`src/rtl/sha256_multiblock.sv`:
```
`default_nettype none
// ============================================================================
// Module   : sha256_multiblock
// Function : Streaming multi-block SHA-256 engine that reads its message from
//            word memory, pads it in-line and writes the 8-word digest back.
// Revision : 1.0 - initial release
// ============================================================================
module sha256_multiblock #(
    parameter int MAX_WORDS        = 64,
    parameter int ROUNDS_PER_CYCLE = 1
) (
    input  logic                               clk,
    input  logic                               reset_n,
    input  logic                               start,
    input  logic [$clog2(MAX_WORDS+1)-1:0]     num_words,
    input  logic [15:0]                        message_addr,
    input  logic [15:0]                        output_addr,
    output logic                               done,
    output logic                               mem_clk,
    output logic                               mem_we,
    output logic [15:0]                        mem_addr,
    output logic [31:0]                        mem_write_data,
    input  logic [31:0]                        mem_read_data
);

    localparam int c_NW = $clog2(MAX_WORDS+1);
    localparam int c_R  = ROUNDS_PER_CYCLE;

    localparam logic [2:0] c_IDLE    = 3'd0;
    localparam logic [2:0] c_LOAD    = 3'd1;
    localparam logic [2:0] c_COMPUTE = 3'd2;
    localparam logic [2:0] c_UPDATE  = 3'd3;
    localparam logic [2:0] c_WRITE   = 3'd4;

    localparam logic [7:0][31:0] c_IV = {
        32'h5be0cd19, 32'h1f83d9ab, 32'h9b05688c, 32'h510e527f,
        32'ha54ff53a, 32'h3c6ef372, 32'hbb67ae85, 32'h6a09e667};

    localparam logic [31:0] c_K [0:63] = '{
        32'h428a2f98, 32'h71374491, 32'hb5c0fbcf, 32'he9b5dba5, 32'h3956c25b, 32'h59f111f1, 32'h923f82a4, 32'hab1c5ed5,
        32'hd807aa98, 32'h12835b01, 32'h243185be, 32'h550c7dc3, 32'h72be5d74, 32'h80deb1fe, 32'h9bdc06a7, 32'hc19bf174,
        32'he49b69c1, 32'hefbe4786, 32'h0fc19dc6, 32'h240ca1cc, 32'h2de92c6f, 32'h4a7484aa, 32'h5cb0a9dc, 32'h76f988da,
        32'h983e5152, 32'ha831c66d, 32'hb00327c8, 32'hbf597fc7, 32'hc6e00bf3, 32'hd5a79147, 32'h06ca6351, 32'h14292967,
        32'h27b70a85, 32'h2e1b2138, 32'h4d2c6dfc, 32'h53380d13, 32'h650a7354, 32'h766a0abb, 32'h81c2c92e, 32'h92722c85,
        32'ha2bfe8a1, 32'ha81a664b, 32'hc24b8b70, 32'hc76c51a3, 32'hd192e819, 32'hd6990624, 32'hf40e3585, 32'h106aa070,
        32'h19a4c116, 32'h1e376c08, 32'h2748774c, 32'h34b0bcb5, 32'h391c0cb3, 32'h4ed8aa4a, 32'h5b9cca4f, 32'h682e6ff3,
        32'h748f82ee, 32'h78a5636f, 32'h84c87814, 32'h8cc70208, 32'h90befffa, 32'ha4506ceb, 32'hbef9a3f7, 32'hc67178f2};

    function automatic logic [31:0] rotr(input logic [31:0] x, input int n);
        return (x >> n) | (x << (32 - n));
    endfunction

    logic [2:0]        r_state;
    logic [4:0]        r_cnt;
    logic [5:0]        r_round;
    logic [15:0]       r_blk;
    logic [15:0]       r_nblk;
    logic [c_NW-1:0]   r_n;
    logic [15:0]       r_maddr;
    logic [15:0]       r_oaddr;
    logic [7:0][31:0]  r_h;
    logic [7:0][31:0]  r_v;
    logic [15:0][31:0] r_w;

    logic [c_NW-1:0]   w_n_clamped;
    logic [15:0]       w_nblk;
    logic [3:0]        w_cap_slot;
    logic [3:0]        w_iss_slot;
    logic [19:0]       w_cap_k;
    logic [19:0]       w_iss_k;
    logic [19:0]       w_next_k;
    logic [19:0]       w_n20;
    logic [63:0]       w_len;
    logic              w_last;
    logic [31:0]       w_fill;
    logic [2:0]        w_wr_next;
    logic [7:0][31:0]  w_hsum;
    logic [7:0][31:0]  w_v [c_R+1];
    logic [15:0][31:0] w_w [c_R+1];

    assign mem_clk     = clk;
    assign done        = (r_state == c_IDLE);
    assign w_n_clamped = (num_words > c_NW'(MAX_WORDS)) ? c_NW'(MAX_WORDS) : num_words;
    assign w_nblk      = (16'(w_n_clamped) + 16'd18) >> 4;
    assign w_cap_slot  = 4'(r_cnt - 5'd1);
    assign w_iss_slot  = 4'(r_cnt + 5'd1);
    assign w_cap_k     = {r_blk, w_cap_slot};
    assign w_iss_k     = {r_blk, w_iss_slot};
    assign w_next_k    = {r_blk + 16'd1, 4'd0};
    assign w_n20       = 20'(r_n);
    assign w_len       = 64'(r_n) << 5;
    assign w_last      = (r_blk + 16'd1 == r_nblk);
    assign w_wr_next   = r_cnt[2:0] + 3'd1;

    // Non-message slots are synthesised here so no padded copy ever lives in memory.
    always_comb begin
        w_fill = 32'd0;
        if (w_cap_k < w_n20)
            w_fill = mem_read_data;
        else if (w_cap_k == w_n20)
            w_fill = 32'h80000000;
        else if (w_last && w_cap_slot == 4'd14)
            w_fill = w_len[63:32];
        else if (w_last && w_cap_slot == 4'd15)
            w_fill = w_len[31:0];
    end

    always_comb begin
        for (int i = 0; i < 8; i++)
            w_hsum[i] = r_h[i] + r_v[i];
    end

    assign w_v[0] = r_v;
    assign w_w[0] = r_w;

    // Window invariant: w_w[j][m] holds W[t+j+m], so each round consumes entry 0.
    for (genvar j = 0; j < c_R; j++) begin : g_round
        logic [31:0] w_t1;
        logic [31:0] w_t2;
        logic [31:0] w_wnew;
        logic [5:0]  w_idx;
        assign w_idx  = r_round + 6'(j);
        assign w_t1   = w_v[j][7]
                      + (rotr(w_v[j][4], 6) ^ rotr(w_v[j][4], 11) ^ rotr(w_v[j][4], 25))
                      + ((w_v[j][4] & w_v[j][5]) ^ (~w_v[j][4] & w_v[j][6]))
                      + c_K[w_idx] + w_w[j][0];
        assign w_t2   = (rotr(w_v[j][0], 2) ^ rotr(w_v[j][0], 13) ^ rotr(w_v[j][0], 22))
                      + ((w_v[j][0] & w_v[j][1]) ^ (w_v[j][0] & w_v[j][2]) ^ (w_v[j][1] & w_v[j][2]));
        assign w_wnew = (rotr(w_w[j][14], 17) ^ rotr(w_w[j][14], 19) ^ (w_w[j][14] >> 10))
                      + w_w[j][9]
                      + (rotr(w_w[j][1], 7) ^ rotr(w_w[j][1], 18) ^ (w_w[j][1] >> 3))
                      + w_w[j][0];
        assign w_v[j+1] = {w_v[j][6], w_v[j][5], w_v[j][4], w_v[j][3] + w_t1,
                           w_v[j][2], w_v[j][1], w_v[j][0], w_t1 + w_t2};
        assign w_w[j+1] = {w_wnew, w_w[j][15:1]};
    end

    always_ff @(posedge clk or negedge reset_n) begin
        if (!reset_n) begin
            r_state        <= c_IDLE;
            r_cnt          <= '0;
            r_round        <= '0;
            r_blk          <= '0;
            r_nblk         <= '0;
            r_n            <= '0;
            r_maddr        <= '0;
            r_oaddr        <= '0;
            r_h            <= '0;
            r_v            <= '0;
            r_w            <= '0;
            mem_we         <= 1'b0;
            mem_addr       <= '0;
            mem_write_data <= '0;
        end else begin
            case (r_state)
                c_IDLE: begin
                    if (start) begin
                        r_n     <= w_n_clamped;
                        r_nblk  <= w_nblk;
                        r_maddr <= message_addr;
                        r_oaddr <= output_addr;
                        r_h     <= c_IV;
                        r_blk   <= '0;
                        r_cnt   <= '0;
                        r_state <= c_LOAD;
                        if (w_n_clamped != '0)
                            mem_addr <= message_addr;
                    end
                end
                c_LOAD: begin
                    if (r_cnt != 5'd0)
                        r_w[w_cap_slot] <= w_fill;
                    if (r_cnt < 5'd15 && w_iss_k < w_n20)
                        mem_addr <= r_maddr + w_iss_k[15:0];
                    if (r_cnt == 5'd16) begin
                        r_v     <= r_h;
                        r_round <= '0;
                        r_state <= c_COMPUTE;
                    end
                    r_cnt <= r_cnt + 5'd1;
                end
                c_COMPUTE: begin
                    r_v     <= w_v[c_R];
                    r_w     <= w_w[c_R];
                    r_round <= r_round + 6'(c_R);
                    if (r_round == 6'(64 - c_R))
                        r_state <= c_UPDATE;
                end
                c_UPDATE: begin
                    r_h   <= w_hsum;
                    r_cnt <= '0;
                    if (!w_last) begin
                        r_blk   <= r_blk + 16'd1;
                        r_state <= c_LOAD;
                        if (w_next_k < w_n20)
                            mem_addr <= r_maddr + w_next_k[15:0];
                    end else begin
                        // First digest word comes straight from the adder so WRITE needs no bubble.
                        r_state        <= c_WRITE;
                        mem_we         <= 1'b1;
                        mem_addr       <= r_oaddr;
                        mem_write_data <= w_hsum[0];
                    end
                end
                c_WRITE: begin
                    if (r_cnt == 5'd7) begin
                        mem_we  <= 1'b0;
                        r_state <= c_IDLE;
                    end else begin
                        mem_addr       <= r_oaddr + 16'(w_wr_next);
                        mem_write_data <= r_h[w_wr_next];
                        r_cnt          <= r_cnt + 5'd1;
                    end
                end
                default: r_state <= c_IDLE;
            endcase
        end
    end

endmodule
`default_nettype wire

```
`config.mk`:
```
export PLATFORM = sky130hd
export DESIGN_NAME = sha256_multiblock
export DESIGN_NICKNAME = d
export VERILOG_FILES = /design/src/rtl/sha256_multiblock.sv
export SDC_FILE = /design/constraint.sdc
export NUM_CORES = 2
export LEC_CHECK = 0
export CAP_MARGIN = 30
export CORE_ASPECT_RATIO = 1.75
export CORE_MARGIN = 5
export CORE_UTILIZATION = 40
export CTS_CLUSTER_SIZE = 25
export DETAILED_ROUTE_END_ITERATION = 12
export HOLD_SLACK_MARGIN = 0.15
export PLACE_DENSITY = 0.56
export SKIP_CTS_REPAIR_TIMING = 1
export SKIP_LAST_GASP = 1
export SYNTH_ARGS = -nofsm -noshare
export SYNTH_HDL_FRONTEND = slang
export SYNTH_SLANG_ARGS = --single-unit
```
`constraint.sdc`:
```
create_clock -name clk -period 11.35 [get_ports clk]
set_input_delay 1.7025 -clock clk [delete_from_list [all_inputs] [get_ports clk]]
set_output_delay 1.7025 -clock clk [all_outputs]
set_load 0.01 [all_outputs]
```
==> results by group <==
Yosys
  – Unique masters post-synth: between 80 and 90
  – Syn. warnings: 0
  – Main synth FF type: dfrtp_1
  – Largest cells by area after synthesis: dfrtp_1 (36%), ha_1 (6.9%), o21ai_0 (5.3%), nand2_1 (5.2%), fa_1 (5.0%)
  – Synth top cells by count: dfrtp_1 (1146), nand2_1 (1112), o21ai_0 (843)
  – Syn avg cell area: between 8 and 9 um2
  – Synth Net Count: 9806
  – Sequential share of the synthesized area: 0.359
  – Seq cells post-synth: around 1100
  – EDFF count, synth: 0
  – Most frequent cell after synthesis: dfrtp_1
  – Syn Inst Count: between 9000 and 10000
  – Synth area leader: dfrtp_1
  – Synth Cell Area: roughly 80000 um2
  – Ys async rst share: 1.00
  – Post-synth top area share: 0.359

Placement
  – PortBufs: 124
  – RD Place Congestion: 0.979
  – Post-Place Cells: about 11000
  – HPWL Detailed: 250 mm

Setup path
  – Crit-path max cell delay: between 0.7 and 0.8 ns
  – Delay-heaviest family, CP: compound AO/OA/AOI/OAI gates
  – Slowest CP cell: ha_1
  – Most used cell, CP: a21oi_1
  – Worst setup SP type: flip-flop
  – Bufs and invs on worst path: 4
  – Crit Path Max Fanout: 20
  – R2R depth: 32
  – Reg2reg end: r_v[30]$_DFFE_PN0P_
  – Worst Path Required: ~12 ns
  – Critical path class: flip-flop to flip-flop
  – R2R Path Start: r_round[0]$_DFFE_PN0P_
  – R2r setup slk: about 1.5 ns
  – Crit path capture type: flip-flop
  – Critical path arrival: approximately 11 ns

Timing
  – Final Max Slew Viols: 0
  – Setup Skew: 0.0631 ns
  – RSZ-0062 raised after global routing: false
  – Slew HR: 0.274
  – Fin crit share: 0.866
  – Final hold violations: 0
  – Final TNS setup: 0 ns
  – Fin crit period: between 9 and 10 ns
  – Final setup fails: 0
  – Measured slew at the worst slew-check pin: 1.09 ns
  – Fmax: 0.102 GHz

Pwr
  – Worst IR drop on VDD: about 0.00015 V
  – Lkg Pwr: ~38 nW
  – PwrDens: around 100 nW/um2

Cells and area
  – Fill count: ~19000
  – Multi-input gate area: ~47000 um2
  – Reg area: approximately 29000 um2
  – Final Instance Count excl. Fillers: 11600
  – Finished Core Util: 0.443
  – Nets: 9591
  – Share of post-route cells with drive strength above 1: 0.0616
  – Syn-to-layout area delta: 10.4%

Outcome
  – Outcome: complete, no violations

Flow run
  – Max cap viols: 0

Global route
  – Initial antenna violation count: 10
  – Total Routing Usage GR: 0.306
  – Vias in the first global route: about 70000
  – First-pass GRT wire length: between 400 and 500 mm
  – GRT overflow: 0
  – Largest net degree at the start of global routing: about 230

Floorplan
  – Core area: around 200000 um2
  – Row count: ~220
  – Die H: approximately 600 um
  – DIE WIDTH: approximately 350 um
  – Initial Util: 0.401
  – IO Count: roughly 130
  – Die Area: approximately 210000 um2

Min path
  – Hold path startpoint: mem_write_data[24]$_DFFE_PN0P_
  – Hold Path Sink: mem_write_data[24]$_DFFE_PN0P_
  – Hold depth: 2
  – Worst hold path type: flip-flop to flip-flop

Clock tree
  – Worst-path clk slew: around 0.07 ns
  – Worst-Skew Late Latency: approximately 0.9 ns
  – TritonCTS clock tree: yes

Detailed routing
  – WL/cell: between 20 and 30 um
  – Drt first pass iters: 6
  – Post-route ant nets: 0
  – Vias post-DR: between 60000 and 70000
  – Remaining DRCs: 0
  – WL final: ~330 mm
  – Vias/cell: ~6.0
  – 1st-iter DRT viols: approximately 5900
-- where the power goes --
| part | internal, W | total [W] | switching [W] |
|---|---|---|---|
| Clock | 0.00260 | 0.00449 | 0.00189 |
| Sequential | 0.00409 | 0.00410 | 0.00000933 |
| Combinational | 0.0000544 | 0.000183 | 0.000129 |
-- state kept, by name, indices dropped and copies added, names as in the netlist --
name	cells
r_w	512
r_h	256
r_v	256
mem_write_data	32
mem_addr	16
r_blk	16
r_maddr	16
r_oaddr	16
r_n	7
r_round	6
r_cnt	5
r_nblk	4
r_state	3
mem_we	1
-- placed cells by master (no fill, tap or decap), types with 281 or more instances in the layout --
cell type	netlist	final
a21oi_1	567	554
a22oi_1	456	456
a31oi_1	283	281
dfrtp_1	1146	1142
ha_1	440	439
inv_1	515	515
nand2_1	1112	1110
nor2_1	668	665
o21ai_0	843	842
xnor2_1	353	353
-- area by class of cell --
class                   instances  area share
multi-input cells            6806       0.534
flip-flops and latches       1146       0.326
clock buffers                 170      0.0400
well taps                    2628      0.0373
repair buffers                281      0.0306
inverters                     521      0.0222
clock inverters                54     0.00977
diodes                          5    0.000142
-- per-stage QoR --
stage / instance area (um2) / power [W] / setup WS [ns] / hold WS (ns)
2_1_floorplan: 79800 / 0.00423 / 3.85 / 0.450
4_1_cts: 88100 / 0.00885 / 1.65 / 0.484
3_5_place_dp: 83700 / 0.00437 / 1.73 / 0.460
6_report: 88100 / 0.00877 / 1.53 / 0.485
5_1_grt: 88100 / 0.00900 / 0.965 / 0.501
3_3_place_gp: 83400 / 0.00437 / 1.68 / 0.459
-- worst max path at each step --
stage	start	endpoint	slack, ns	cells after the start
after CTS	r_round[0]$_DFFE_PN0P_	r_v[30]$_DFFE_PN0P_	1.65	32
after detailed placement	r_round[0]$_DFFE_PN0P_	r_v[30]$_DFFE_PN0P_	1.73	32
after floorplan	clk	mem_clk	3.85	1
after global placement	r_round[0]$_DFFE_PN0P_	r_v[30]$_DFFE_PN0P_	1.68	32
final	r_round[0]$_DFFE_PN0P_	r_v[30]$_DFFE_PN0P_	1.53	32
after global routing	r_round[0]$_DFFE_PN0P_	r_v[30]$_DFFE_PN0P_	0.96	32
-- cell families (layout without fill, tap and decap cells) --
group / after synthesis / after routing / synth area share
AO/OA/AOI/OAI: 3043 / 3043 / 0.241
AND/OR/NAND/NOR: 2329 / 2329 / 0.125
flip-flops: 1146 / 1146 / 0.359
buffers and inverters: 1142 / 1026 / 0.0543
adder cells (fa/ha/maj): 641 / 641 / 0.119
XOR/XNOR: 618 / 618 / 0.0678
multiplexers: 175 / 175 / 0.0338
other: 0 / 5 / 0
-- routing by layer --
layer  share of wire  vias up  track usage
met1            0.34    35000        0.311
li1                -    31800            -
met2            0.51     2258        0.558
met4            0.10       10        0.248
met5         0.00021        -            0
met3           0.043      885       0.0384
-- worst min-delay path, stage by stage (launching register included) --
cell and delay [ns]:
dfrtp_1 0.35, nand2_1 0.05, nand2_1 0.05
Power figures use the tool's default switching activity.
